==> config.mk <==
export PLATFORM = sky130hd
export DESIGN_NAME = counter_sequencer
export DESIGN_NICKNAME = d
export VERILOG_FILES = /design/src/rtl/counter_sequencer.sv
export SDC_FILE = /design/constraint.sdc
export NUM_CORES = 1
export LEC_CHECK = 0
export CAP_MARGIN = 30
export CORE_ASPECT_RATIO = 0.75
export CORE_MARGIN = 10
export CORE_UTILIZATION = 52
export DETAILED_ROUTE_END_ITERATION = 6
export PLACE_DENSITY = 0.82
export SLEW_MARGIN = 30
export SYNTH_ARGS = -nofsm -noshare
export SYNTH_HDL_FRONTEND = slang
export SYNTH_SLANG_ARGS = --single-unit
==> constraint.sdc <==
create_clock -name clk -period 6.5 [get_ports clk]
set_input_delay 0.975 -clock clk [delete_from_list [all_inputs] [get_ports clk]]
set_output_delay 0.975 -clock clk [all_outputs]
set_load 0.05 [all_outputs]
==> src/rtl/counter_sequencer.sv <==
// Run/pause/step sequencer with a programmable prescaler that issues one-cycle
// tick enables for a wrapping up/down counter, all in a single clock domain.
module counter_sequencer #(
  parameter int DIV_WIDTH   = 25,
  parameter int COUNT_WIDTH = 4
) (
  input  logic                   clk,
  input  logic                   reset_n,
  input  logic                   start,
  input  logic                   stop,
  input  logic                   step,
  input  logic                   dir,
  input  logic                   load,
  input  logic [COUNT_WIDTH-1:0] load_val,
  input  logic [DIV_WIDTH-1:0]   prescale,
  output logic [COUNT_WIDTH-1:0] count,
  output logic                   tick,
  output logic                   wrap,
  output logic                   running
);

  typedef enum logic [1:0] {
    S_IDLE,
    S_RUN,
    S_PAUSE
  } state_t;

  state_t                 r_state;
  logic [DIV_WIDTH-1:0]   r_pre_cnt;
  logic [COUNT_WIDTH-1:0] r_count;
  logic                   r_tick;
  logic                   r_wrap;
  logic                   r_running;

  logic                   w_match;
  logic                   w_adv;
  logic [COUNT_WIDTH-1:0] w_next_count;

  // >= rather than == so a prescale lowered below pre_cnt ticks at once.
  assign w_match      = (r_pre_cnt >= prescale);
  assign w_next_count = dir ? (r_count + COUNT_WIDTH'(1)) : (r_count - COUNT_WIDTH'(1));

  // Advance only when no higher-priority command claims the cycle; start in
  // RUN and step in RUN are no-ops, so RUN falls through to the prescaler.
  assign w_adv = !load && !stop &&
                 ((r_state == S_RUN) ? w_match : (!start && step));

  always_ff @(posedge clk or negedge reset_n) begin
    if (!reset_n) begin
      r_state   <= S_IDLE;
      r_pre_cnt <= '0;
      r_count   <= '0;
      r_tick    <= 1'b0;
      r_wrap    <= 1'b0;
      r_running <= 1'b0;
    end else begin
      r_tick <= 1'b0;
      r_wrap <= 1'b0;

      if (load) begin
        r_count   <= load_val;
        r_pre_cnt <= '0;
      end else if (stop) begin
        case (r_state)
          S_RUN: begin
            r_state   <= S_PAUSE;
            r_running <= 1'b0;
          end
          S_PAUSE: begin
            r_state   <= S_IDLE;
            r_count   <= '0;
            r_pre_cnt <= '0;
          end
          default: ;
        endcase
      end else if (start && (r_state != S_RUN)) begin
        if (r_state == S_IDLE) begin
          r_pre_cnt <= '0;
        end
        r_state   <= S_RUN;
        r_running <= 1'b1;
      end else if (r_state == S_RUN) begin
        r_pre_cnt <= w_match ? '0 : (r_pre_cnt + DIV_WIDTH'(1));
      end else if (r_state == S_IDLE) begin
        r_pre_cnt <= '0;
      end

      if (w_adv) begin
        r_count <= w_next_count;
        r_tick  <= 1'b1;
        r_wrap  <= dir ? (r_count == '1) : (r_count == '0);
      end
    end
  end

  assign count   = r_count;
  assign tick    = r_tick;
  assign wrap    = r_wrap;
  assign running = r_running;

endmodule

==> impl_metrics.yaml <==
synth:
  avgSynthCellArea_um2: 8.52
  post_synth_edffs: 0
  area_fraction_in_compound_gates_after_synthesis: 0.231
  synthSimpleGateAreaFrac: 0.195
  synth_top_cells_by_count: "35 x sky130_fd_sc_hd__a21oi_1, 34 x sky130_fd_sc_hd__dfrtp_1, 34 x sky130_fd_sc_hd__inv_1, 28 x sky130_fd_sc_hd__ha_1, 21 x sky130_fd_sc_hd__nand2_1"
  synth.area.top_cells: "sky130_fd_sc_hd__dfrtp_1 34%, sky130_fd_sc_hd__ha_1 14%, sky130_fd_sc_hd__a21oi_1 6.9%"
  asyncSetResetFlopFracSynth: 1.00
  post_synth_inst_count: 298
  post-synth-top-count-cell: "sky130_fd_sc_hd__a21oi_1"
  synth-seq-cells: 34
  mappedNetlistNets: 363
  synth-seq-area-share: 0.335
  xor_xnor_portion_of_the_synthesized_cell_area: 0.00690
  synthDominantCellAreaShare: 0.335
  synthMuxAreaShare: 0.0118
  cell_taking_the_most_area_after_synthesis: "sky130_fd_sc_hd__dfrtp_1"
  ys_dominant_reg_cell: "sky130_fd_sc_hd__dfrtp_1"
  mappedNetlistArea_um2: 2540
  synth_cell_types: 40
  synth_warnings: 0
  synth_top_family_by_area: "compound AO/OA/AOI/OAI gates"
  synth-adder-area-share: 0.146
run_status:
  status: "finished, final reports clean"
pwr:
  vdd_ir_drop_max_mv: 0.137
  power_density_nw_per_um2: 204
  switching_share: 0.292
  pwr-share-clk: 0.385
  p_int_uw: 452
  p_switching_uw: 187
  seq_power_share: 0.372
  p_comb_frac: 0.243
  static-leakage-power_nw: 1.50
floorplan:
  floorplan.die.height_um: 80.5
  core.rowCount: 21
  floorplan.die_area_um2: 8110
  floorplan_core_area_um2: 4600
  start_util: 0.552
  die_width_um: 101
  io_pins: 43
min_path:
  hold_path.class: "reg2reg"
placement:
  buffer_ports.inserted: 42
  routabilityCongestion: 0.836
  place_hpwl_um: 4570
  place_area_um2: 2990
setup_path:
  critical_path_arrival_ns: 3.79
  worst_path_largest_cell_delay_ns: 0.46
  setup.worst_path.class: "in2reg"
  critical_path.cell_chain: "clkdlybuf4s50_1, inv_1, ha_1, a211oi_1, nor2_1, or3_1, a221o_1, nor4_4, buf_4, o21ai_0, a31oi_1"
  worstSetupEndpointType: "flip-flop"
  cp-start-kind: "input port"
  crit_path_top_delay_cell: "sky130_fd_sc_hd__clkdlybuf4s50_1"
  worst_ep_required_time_ns: 6.71
  critical_path_peak_fanout: 48
global_route:
  globalRoute.totalOverflow: 0
  first_pass_grt_wire_length_um: 10600
  grt_max_degree: 49
  first_global_vias: 2244
  antenna_found_initial: 0
  grt_use_total: 0.154
clocking:
  cts_clk_pin_slew_worst_paths_ns: 0.07
  tritoncts_clock_tree: "done"
  clock_tree.root_cell: "sky130_fd_sc_hd__clkbuf_8"
  cts_max_path_buffers: 2
  cts_repair_resize_count: 0
  postCtsSetupRepairBufs: 0
  worstSkewPairLatency_ns: 0.29
  holdBufCountCts: 0
  number_of_sinks_driven_by_the_clock_tree: 34
  htree_num_levels: 2
  number_of_buffers_created_by_cts: 5
sta:
  setup-tns-final_ns: 0
  period_minus_slack_ns: 3.58
  timing.fmax_mhz: 279
  final.setup_skew_ns: 0.00628
  grt_setup_unrepaired: "no"
  period_share: 0.551
  worstMarginPinSlew_ns: 0.540
  final_max_slew_viol_count: 0
  setup-violations-final: 0
  slew-limit-headroom: 0.640
  timing_hold_violations_final: 0
routing:
  dr.first_iter.drc_count: 180
  drt_first_pass_iters: 4
  post_drt_via_cell_ratio: 5.83
  routed-via-count: 2331
  wl_per_cell_um: 15.3
  route.antenna.remaining_nets: 0
  drc: 0
  wl_um: 6120
final_layout:
  number_of_fill_cells: 360
  design_area_um2: 3130
  nets: 407
  num_antenna_cells: 0
  final_layout_size_suffix_gt1_frac: 0.0379
  flow.area_growth_from_synthesis_pct: 23.5
job:
  max_capacitance_violation_count: 0
[cell families (layout without fill, tap and decap cells)]
logic type	Yosys count	count (layout)
and+or+nand+nor	90	90
DFF	34	34
adders and majority gates	29	29
buffers and inverters	42	87
xor gates and xnor gates	2	2
muxes	3	3
AOI/OAI and AO/OA	98	98
[final timing paths]
| check | start | to | slack, ns | depth (start not counted) |
|---|---|---|---|---|
| setup / recovery | prescale[18] | r_pre_cnt[15] | 2.92 | 11 |
| hold reg to reg | r_pre_cnt[19] | r_pre_cnt[19] | 0.53 | 1 |
| hold / removal | r_pre_cnt[19] | r_pre_cnt[19] | 0.53 | 1 |
| setup reg to reg | r_pre_cnt[12] | r_pre_cnt[15] | 3.64 | 9 |
| min in group asynchronous | reset_n | running | 1.09 | 2 |
| max in group asynchronous | reset_n | r_pre_cnt[24] | 5.09 | 2 |
[cell type report]
class | count | area (um2) | area share
Multi-Input combinational cell | 222 | 1500 | 0.478
Sequential cell | 34 | 851 | 0.271
Timing Repair Buffer | 45 | 443 | 0.141
Inverter | 34 | 128 | 0.0407
Clock buffer | 6 | 82.6 | 0.0263
Tap cell | 57 | 71.3 | 0.0228
Clock inverter | 2 | 60.1 | 0.0192
[worst max-delay path: cells and delay by family]
family	cells	cell delay [ns]
fa+ha+maj	1	0.30
compound gates	4	0.98
buf+inv	3	0.92
simple gates	3	0.60
[cells in the final DEF (no fill, tap or decap), types with 2 or more instances in the layout]
cell	n
sky130_fd_sc_hd__inv_1	34
sky130_fd_sc_hd__nor3b_1	2
sky130_fd_sc_hd__o21ai_0	18
sky130_fd_sc_hd__clkdlybuf4s50_1	42
sky130_fd_sc_hd__a211oi_1	2
sky130_fd_sc_hd__dfrtp_1	34
sky130_fd_sc_hd__nand3b_1	2
sky130_fd_sc_hd__nand2_1	21
sky130_fd_sc_hd__nand4_1	8
sky130_fd_sc_hd__clkbuf_8	6
sky130_fd_sc_hd__nand2b_1	7
sky130_fd_sc_hd__nand3_1	10
sky130_fd_sc_hd__o21ai_1	6
sky130_fd_sc_hd__and2_1	4
sky130_fd_sc_hd__ha_1	28
sky130_fd_sc_hd__bufinv_16	2
sky130_fd_sc_hd__buf_4	3
sky130_fd_sc_hd__nor2_1	13
sky130_fd_sc_hd__and3_1	9
sky130_fd_sc_hd__a31oi_1	19
sky130_fd_sc_hd__nor3_1	3
sky130_fd_sc_hd__mux2i_1	3
sky130_fd_sc_hd__a21o_1	5
sky130_fd_sc_hd__a21oi_1	35
sky130_fd_sc_hd__or3_1	2
sky130_fd_sc_hd__a2bb2oi_1	2
sky130_fd_sc_hd__a22o_1	3
sky130_fd_sc_hd__and4_1	5
sky130_fd_sc_hd__a41oi_1	3
[routing by layer]
layer / routed length, um / global-route usage / up-vias
met5: 0 / 0 / -
met4: 33 / 0.0380 / 0
met3: 461 / 0.0376 / 5
met2: 2670 / 0.232 / 70
met1: 2950 / 0.216 / 1078
li1: - / - / 1178
[sequential cells by signal, indices dropped and copies added, names as in the netlist]
signal,count
count,4
r_pre_cnt,25
r_state,2
running,1
tick,1
wrap,1
[power by group through the flow]
stage	clock network [mW]	logic (mW)	registers [mW]
floorplan	0	0.0746	0.263
global placement	0	0.152	0.241
detailed placement	0	0.156	0.241
CTS	0.246	0.157	0.237
global route	0.258	0.172	0.240
finish	0.246	0.155	0.237
[through the flow]
stage	instances	hold slack, ns	util	worst slack (ns)	power [mW]
2_1_floorplan	298	0.454	-	3.48	0.337
3_3_place_gp	392	0.488	0.651	2.69	0.393
3_5_place_dp	392	0.508	0.651	2.65	0.397
4_1_cts	400	0.522	0.682	2.93	0.640
5_1_grt	400	0.555	0.682	2.69	0.670
6_report	400	0.525	0.682	2.92	0.639
No activity file was read; power rests on OpenSTA's default activity.
